[src/rtl/cache_miss_arbiter.sv]
`default_nettype none
// +----------------------------------------------------------------------------+
// | cache_miss_arbiter                                                         |
// | Round-robin arbiter sharing one memory port among cache miss requesters,   |
// | holding the grant through request/accept/complete, with a watchdog abort.  |
// | Revision: 1.0                                                              |
// +----------------------------------------------------------------------------+
module cache_miss_arbiter #(
  parameter int LOG_REQ = 2,
  parameter int TIMEOUT = 255
) (
  input  logic                      clk,
  input  logic                      reset_n,
  input  logic [(2**LOG_REQ)-1:0]   req,
  output logic [(2**LOG_REQ)-1:0]   gnt,
  output logic [LOG_REQ-1:0]        gnt_idx,
  output logic                      gnt_valid,
  output logic                      bus_req,
  input  logic                      bus_ack,
  input  logic                      bus_done,
  output logic [(2**LOG_REQ)-1:0]   done,
  output logic                      timeout_err
);

  localparam int          c_N        = 2**LOG_REQ;
  localparam logic [15:0] c_WD_LIMIT = 16'(TIMEOUT - 1);

  typedef enum logic [1:0] {
    S_IDLE  = 2'd0,
    S_GRANT = 2'd1,
    S_BUSY  = 2'd2
  } state_t;

  state_t             r_state;
  state_t             w_state_nxt;
  logic [c_N-1:0]     r_gnt;
  logic [c_N-1:0]     w_gnt_nxt;
  logic [LOG_REQ-1:0] r_gnt_idx;
  logic [LOG_REQ-1:0] w_gnt_idx_nxt;
  logic               r_gnt_valid;
  logic [LOG_REQ-1:0] r_last_ptr;
  logic [LOG_REQ-1:0] w_last_ptr_nxt;
  logic [c_N-1:0]     r_done;
  logic [c_N-1:0]     w_done_nxt;
  logic               r_timeout_err;
  logic               w_timeout_nxt;
  logic [15:0]        r_wd;
  logic [15:0]        w_wd_nxt;
  logic               w_finish;
  logic               w_release;

  logic [LOG_REQ-1:0] w_win_idx;
  logic               w_win_found;
  logic [LOG_REQ-1:0] w_cand;

  // Scan starts just after the last served requester; the final candidate wraps to last_ptr itself.
  always_comb begin
    w_win_idx   = r_last_ptr;
    w_win_found = 1'b0;
    w_cand      = '0;
    for (int i = 1; i <= c_N; i++) begin
      w_cand = r_last_ptr + LOG_REQ'(i);
      if (!w_win_found && req[w_cand]) begin
        w_win_idx   = w_cand;
        w_win_found = 1'b1;
      end
    end
  end

  always_comb begin
    w_state_nxt    = r_state;
    w_gnt_nxt      = r_gnt;
    w_gnt_idx_nxt  = r_gnt_idx;
    w_last_ptr_nxt = r_last_ptr;
    w_done_nxt     = '0;
    w_timeout_nxt  = 1'b0;
    w_wd_nxt       = r_wd;
    w_finish       = 1'b0;
    w_release      = 1'b0;

    case (r_state)
      S_IDLE: begin
        if (w_win_found) begin
          w_gnt_nxt            = '0;
          w_gnt_nxt[w_win_idx] = 1'b1;
          w_gnt_idx_nxt        = w_win_idx;
          w_state_nxt          = S_GRANT;
        end
      end
      S_GRANT: begin
        if (!req[r_gnt_idx]) begin
          w_release = 1'b1;
        end else if (bus_ack) begin
          if (bus_done) begin
            w_finish = 1'b1;
          end else begin
            w_state_nxt = S_BUSY;
            w_wd_nxt    = '0;
          end
        end
      end
      S_BUSY: begin
        if (bus_done) begin
          w_finish = 1'b1;
        end else if (r_wd >= c_WD_LIMIT) begin
          // Abort moves priority past the stuck requester, like a completion.
          w_timeout_nxt  = 1'b1;
          w_last_ptr_nxt = r_gnt_idx;
          w_release      = 1'b1;
        end else if (r_wd != 16'hFFFF) begin
          w_wd_nxt = r_wd + 16'd1;
        end
      end
      default: begin
        w_state_nxt = S_IDLE;
        w_release   = 1'b1;
      end
    endcase

    if (w_finish) begin
      w_done_nxt     = r_gnt;
      w_last_ptr_nxt = r_gnt_idx;
      w_release      = 1'b1;
    end

    if (w_release) begin
      w_gnt_nxt     = '0;
      w_gnt_idx_nxt = '0;
      w_state_nxt   = S_IDLE;
    end
  end

  always_ff @(posedge clk or negedge reset_n) begin
    if (!reset_n) begin
      r_state       <= S_IDLE;
      r_gnt         <= '0;
      r_gnt_idx     <= '0;
      r_gnt_valid   <= 1'b0;
      r_last_ptr    <= '1;
      r_done        <= '0;
      r_timeout_err <= 1'b0;
      r_wd          <= '0;
    end else begin
      r_state       <= w_state_nxt;
      r_gnt         <= w_gnt_nxt;
      r_gnt_idx     <= w_gnt_idx_nxt;
      r_gnt_valid   <= |w_gnt_nxt;
      r_last_ptr    <= w_last_ptr_nxt;
      r_done        <= w_done_nxt;
      r_timeout_err <= w_timeout_nxt;
      r_wd          <= w_wd_nxt;
    end
  end

  assign gnt         = r_gnt;
  assign gnt_idx     = r_gnt_idx;
  assign gnt_valid   = r_gnt_valid;
  assign bus_req     = (r_state == S_GRANT);
  assign done        = r_done;
  assign timeout_err = r_timeout_err;

endmodule
`default_nettype wire
[config.mk]
export PLATFORM = sky130hd
export DESIGN_NAME = cache_miss_arbiter
export DESIGN_NICKNAME = d
export VERILOG_FILES = /design/src/rtl/cache_miss_arbiter.sv
export SDC_FILE = /design/constraint.sdc
export NUM_CORES = 1
export LEC_CHECK = 0
export CORE_ASPECT_RATIO = 1.25
export CORE_UTILIZATION = 25
export CTS_CLUSTER_DIAMETER = 40
export DETAILED_ROUTE_END_ITERATION = 8
export PLACE_DENSITY = 0.41
export SETUP_SLACK_MARGIN = 0.3
export SLEW_MARGIN = 10
export SYNTH_ARGS = -nofsm -noshare
export SYNTH_HDL_FRONTEND = slang
export SYNTH_SLANG_ARGS = --single-unit
[constraint.sdc]
create_clock -name clk -period 3.5 [get_ports clk]
set_input_delay 0.7 -clock clk [delete_from_list [all_inputs] [get_ports clk]]
set_output_delay 0.7 -clock clk [all_outputs]
set_load 0.01 [all_outputs]
==> flow_metrics.env, run 1 <==
export IMPL_dp_hpwl_um=2980
export IMPL_ctsResizeCount=0
export IMPL_holdWs_ns=0.505
export IMPL_grt_pass1_wl_um=6970
export IMPL_crit_fanout=8
export IMPL_synth_nets=192
export IMPL_mostFrequentLayoutCells="dfrtp_1 (30), clkdlybuf4s50_1 (20), nand2_1 (18), a21oi_1 (15), ha_1 (8)"
export IMPL_setup_violations=0
export IMPL_syn_area_per_cell_um2=9.96
export IMPL_slew_headroom_pct=62.2
export IMPL_worst_setup_path_type="reg -> out"
export IMPL_ios=21
export IMPL_cts_inserted_buffers=5
export IMPL_grt_pass1_vias=1406
export IMPL_p_seq_share_pct=34.6
export IMPL_drc=0
export IMPL_coreArea_um2=6650
export IMPL_synthesis_area_um2=1750
export IMPL_netlist_cell_type_count=43
export IMPL_cts_sinks=32
export IMPL_yosysWarnings=0
export IMPL_ys_ff_latch=32
export IMPL_cts_setup_buffers=0
export IMPL_startpoint_type="flip-flop"
export IMPL_p_int_uw=891
export IMPL_track_usage_pct=12.4
export IMPL_fin_crit_ns=2.49
export IMPL_antenna_diode_count=0
export IMPL_port_buffers=20
export IMPL_p_per_area_nw_per_um2=679
export IMPL_grt_max_degree=33
export IMPL_clk_pin_slew_ns=0.07
export IMPL_clkPwrFrac_pct=24.8
export IMPL_nFillCells=681
export IMPL_synth_edf_count=0
export IMPL_gp_congestion=0.779
export IMPL_fin_util_pct=32.2
export IMPL_synth_top_area_share_pct=42.8
export IMPL_cts_root_buf="clkbuf_8"
export IMPL_worstMarginPinSlew_ns=0.567
export IMPL_worst_endpoint_arrival_ns=1.79
export IMPL_dr_first_iter_drc_count=52
export IMPL_rsz0062_at_grt="no"
export IMPL_p_switching_uw=563
export IMPL_outcome="finished, final reports clean"
export IMPL_h_tree_depth=2
export IMPL_clock_skew_ns=0.00327
export IMPL_worst_slack_ns=1.01
export IMPL_wl_per_cell_um=14.2
export IMPL_syn2layout_area_growth_pct=22.2
export IMPL_initial_core_util_pct=26.4
export IMPL_tritoncts="done"
export IMPL_required_ns=2.80
export IMPL_p_sw_share_pct=38.7
export IMPL_max_cap_violations=0
export IMPL_clkLatencyLatePin_ns=0.29
export IMPL_yosysTopAreaCell="dfrtp_1"
export IMPL_tns_ns=0
export IMPL_seq_area_frac_synth_pct=45.8
export IMPL_endpoint_kind="output pin"
export IMPL_netlist_top_cells_area="dfrtp_1 (43%), ha_1 (5.7%), a21oi_1 (4.3%), nand2_1 (3.9%), dfstp_2 (3.0%)"
export IMPL_drt_pass1_iterations=4
export IMPL_fmax_mhz=401
export IMPL_final_common_cell="dfrtp_1"
export IMPL_nets=215
export IMPL_drive_gt1_share_pct=12.5
export IMPL_vias=1420
export IMPL_grt_overflow=0
export IMPL_grt_antenna_before_repair=0
export IMPL_hold_viol=0
export IMPL_async_reset_ff_share_pct=100
export IMPL_ctsHoldBuffers=0
export IMPL_leakage_uw=0.000868
export IMPL_peakVddDrop_mv=0.223
export IMPL_p_comb_share_pct=40.5
export IMPL_dieArea_um2=7350
export IMPL_synth_main_ff_cell="dfrtp_1"
export IMPL_fp_dieW_um=76.9
export IMPL_place_ws_ns=0.774
export IMPL_via_per_inst=4.95
export IMPL_rows=33
export IMPL_die_h_um=95.6
export IMPL_stdcell_area_um2=2140
export IMPL_timing_final_crit_share_pct=71.2
export IMPL_dpl_cell_area_um2=2030
export IMPL_wl_um=4080
export IMPL_hold_path_class="reg -> reg"
export IMPL_netlist_instances=176
export IMPL_drtAntennaViolNets=0
export IMPL_cts_max_path_buffers=2
export IMPL_slew_viol_final=0
## path summary, 6_finish.rpt
check | from | endpoint | slack, ns | depth (start not counted)
min | r_wd[14] | r_wd[14] | 0.50 | 1
max | r_state[1] | bus_req | 1.01 | 3
max reg2reg | r_wd[0] | r_wd[6] | 1.27 | 8
max in group asynchronous | reset_n | r_last_ptr[0] | 2.36 | 2
min reg2reg | r_wd[14] | r_wd[14] | 0.50 | 1
min in group asynchronous | reset_n | r_wd[15] | 0.81 | 2
## logic make-up after synthesis
family | count (synthesis) | share of synthesized area [%]
compound gates | 46 | 17.9
fa+ha+maj | 8 | 5.71
buf+inv | 13 | 4.14
flops | 32 | 45.8
mux | 6 | 4.14
simple gates | 71 | 22.3
## synthesized netlist by cell type (5+ instances only)
master and instances:
inv_1 7, nand2_1 18, nand2b_1 5, o31ai_1 7
nor2_1 6, nor4_1 7, nand3_1 7, or4_1 5
o21ai_0 5, and2_1 5, o21a_1 5, dfrtp_1 30
ha_1 8, a21oi_1 15
## per-stage QoR
step	power, uW	std cells
detailed placement	1100	279
global placement	1090	279
floorplan	917	176
global route	1570	287
finish	1450	287
CTS	1470	287
## registers in the layout (all words and copies together) (netlist names)
name and flops:
r_wd 16, r_last_ptr 2, gnt_valid 1, done 4, timeout_err 1, gnt 4, gnt_idx 2, r_state 2
## power groups by stage
stage / combinational, uW / clock (uW) / sequential [uW]
after global placement: 581 / 0 / 508
after detailed placement: 591 / 0 / 510
after global routing: 663 / 388 / 516
after CTS: 595 / 369 / 504
final: 589 / 361 / 504
after floorplan: 417 / 0 / 500
## area by class of cell
cell class | instances | area (um2) | share of cell area, %
clock buffers | 5 | 68.8 | 3.21
clock inverters | 3 | 42.5 | 1.99
inverters | 7 | 26.3 | 1.23
multi-input cells | 131 | 877 | 40.9
flip-flops and latches | 32 | 803 | 37.5
well taps | 87 | 109 | 5.08
repair buffers | 22 | 215 | 10.0
## routing by layer
layer | global-route usage, % | part of all wire [%] | up-vias
li1 | - | - | 687
met1 | 14.4 | 44 | 698
met2 | 21.9 | 50 | 28
met3 | 2.78 | 3.3 | 7
met4 | 5.29 | 1.9 | 0
met5 | 0 | 0 | -
## critical path: stages, from the launching register on
cell,delay (ns)
dfrtp_1,0.40
inv_1,0.14
ha_1,0.36
clkdlybuf4s50_1,0.60
Power figures use the tool's default switching activity.
==> inputs of run 2 (changes only) <==
==> constraint.sdc (replaced) <==
create_clock -name clk -period 2.6 [get_ports clk]
set_input_delay 0.52 -clock clk [delete_from_list [all_inputs] [get_ports clk]]
set_output_delay 0.52 -clock clk [all_outputs]
set_load 0.01 [all_outputs]
==> run 2 against run 1 <==
Count of clock-buffer cells in the layout up 1. Combinational power up 41%. Routed wire length down 4.6%. Clock skew up 0.0014 ns. Clock power up 28%. Worst hold slack worse by 0.012 ns. Critical path depth unchanged. Critical endpoint unchanged. Cell area up 1.3%. Sequential share of layout area down 0.42 points. Core utilization up 0.41 points. Largest cell class unchanged.
==> flow_metrics.env, run 2 (synthesis results as in run 1) <==
export IMPL_slowest_stage="clkdlybuf4s50_1"
export IMPL_drc=0
export IMPL_p_switching_uw=738
export IMPL_ctsHoldBuffers=0
export IMPL_tns_ns=0
export IMPL_nets=217
export IMPL_grt_antenna_before_repair=0
export IMPL_top_register="r_wd"
export IMPL_final_common_cell="dfrtp_1"
export IMPL_dp_hpwl_um=2860
export IMPL_fp_dieW_um=76.9
export IMPL_mostFrequentLayoutCells="dfrtp_1 (29), clkdlybuf4s50_1 (20), nand2_1 (18), a21oi_1 (15)"
export IMPL_clkLatencyLatePin_ns=0.28
export IMPL_p_seq_share_pct=34.4
export IMPL_track_usage_pct=11.7
export IMPL_leakage_uw=0.000877
export IMPL_wl_um=3900
export IMPL_peakVddDrop_mv=0.379
export IMPL_hold_depth=1
export IMPL_wl_per_cell_um=13.5
export IMPL_worst_setup_path_type="reg -> out"
export IMPL_vias=1392
export IMPL_drt_pass1_iterations=4
export IMPL_grt_pass1_vias=1368
export IMPL_endpoint_kind="output pin"
export IMPL_dpl_cell_area_um2=2050
export IMPL_cts_root_buf="clkbuf_8"
export IMPL_hold_path_class="reg -> reg"
export IMPL_hold_viol=0
export IMPL_cts_setup_buffers=0
export IMPL_ios=21
export IMPL_via_per_inst=4.82
export IMPL_coreArea_um2=6650
export IMPL_tritoncts="done"
export IMPL_path_cells="inv_1, ha_2, clkdlybuf4s50_1"
export IMPL_p_int_uw=1230
export IMPL_required_ns=2.08
export IMPL_outcome="finished, final reports clean"
export IMPL_port_buffers=20
export IMPL_grt_overflow=0
export IMPL_rsz0062_at_grt="no"
export IMPL_critPathTopFamily="buffers and inverters"
export IMPL_initial_core_util_pct=26.4
export IMPL_dp_cells=281
export IMPL_slew_headroom_pct=59.2
export IMPL_finalNonFillerCells=289
export IMPL_p_per_area_nw_per_um2=907
export IMPL_fin_crit_ns=2.19
export IMPL_cp_depth=3
export IMPL_antenna_diode_count=0
export IMPL_crit_fanout=8
export IMPL_cts_max_path_buffers=2
export IMPL_cts_inserted_buffers=5
export IMPL_die_h_um=95.6
export IMPL_setup_violations=0
export IMPL_clk_pin_slew_ns=0.07
export IMPL_cts_sinks=32
export IMPL_largest_register_ffs=16
export IMPL_gp_congestion=0.724
export IMPL_h_tree_depth=2
export IMPL_grt_max_degree=33
export IMPL_dieArea_um2=7350
export IMPL_drtAntennaViolNets=0
export IMPL_worstMarginPinSlew_ns=0.612
export IMPL_slew_viol_final=0
export IMPL_stdcell_area_um2=2170
export IMPL_rows=33
export IMPL_slowest_delay_ns=0.56
export IMPL_worst_endpoint_arrival_ns=1.67
export IMPL_p_comb_share_pct=42.1
export IMPL_drive_gt1_share_pct=15.3
export IMPL_clock_skew_ns=0.00467
export IMPL_grt_pass1_wl_um=6560
export IMPL_startpoint_type="flip-flop"
export IMPL_max_cap_violations=0
export IMPL_dr_first_iter_drc_count=84
export IMPL_syn2layout_area_growth_pct=23.8
export IMPL_fmax_mhz=457
export IMPL_worst_path_buf_inv=2
export IMPL_clkPwrFrac_pct=23.5
export IMPL_p_sw_share_pct=37.5
export IMPL_fin_util_pct=32.6
export IMPL_timing_final_crit_share_pct=84.1
export IMPL_reg2reg_depth=8
[run 2: cell types whose count changed in the layout (fill, tap and decap cells not counted), sizes merged]
cell      before  now
buf            2    4
clkbuf         5    6
clkinvlp       1    0
[run 2: timing repair]
item	4_1_cts	5_1_grt
setup endpoints to repair	1	5
gates cloned	0	0
gates resized for setup	1	4
[run 2: final timing paths]
check | from | endpoint | slack [ns]
setup / recovery | r_state[1] | bus_req | 0.41
hold / removal | r_wd[14] | r_wd[14] | 0.49
setup reg to reg | r_wd[0] | r_wd[6] | 0.49
hold reg to reg | r_wd[14] | r_wd[14] | 0.49
max in group asynchronous | reset_n | r_wd[0] | 1.64
min in group asynchronous | reset_n | done[3] | 0.64
[run 2: final cells by class]
cell class | count | area, um2
clock buffers | 6 | 72.6
clock inverters | 2 | 35.0
repair buffers | 24 | 230
multi-input cells | 131 | 892
inverters | 7 | 26.3
flip-flops and latches | 32 | 805
well taps | 87 | 109
fillers | 696 | 4480
[run 2: worst reg2reg max path, cell delays in order, from the launching register on]
cell,delay (ns)
dfrtp_2,0.42
inv_1,0.07
ha_1,0.19
o211ai_1,0.15
or3_1,0.14
a31oi_2,0.15
buf_4,0.24
or4_1,0.52
a21oi_1,0.15
[run 2: power by group through the flow]
stage	Clock [uW]	Sequential [uW]	Combinational, uW
after floorplan	0	674	561
after global placement	0	680	808
after detailed placement	0	686	811
after CTS	478	677	819
after global routing	496	691	931
final	463	677	829
[run 2: layer usage]
metal | part of all wire [%] | vias up | GRT usage [%]
met3 | 3.3 | 6 | 2.97
met2 | 49 | 18 | 20.9
met5 | 0 | - | 0
met4 | 1.6 | 0 | 4.33
li1 | - | 690 | -
met1 | 46 | 678 | 13.4
[run 2: metrics by stage]
stage | worst slack [ns] | power, uW | hold slack, ns
5_1_grt | 0.311 | 2120 | 0.527
2_1_floorplan | 0.640 | 1230 | 0.224
4_1_cts | 0.313 | 1970 | 0.497
3_5_place_dp | 0.0106 | 1500 | 0.482
6_report | 0.414 | 1970 | 0.493
3_3_place_gp | 0.0430 | 1490 | 0.472
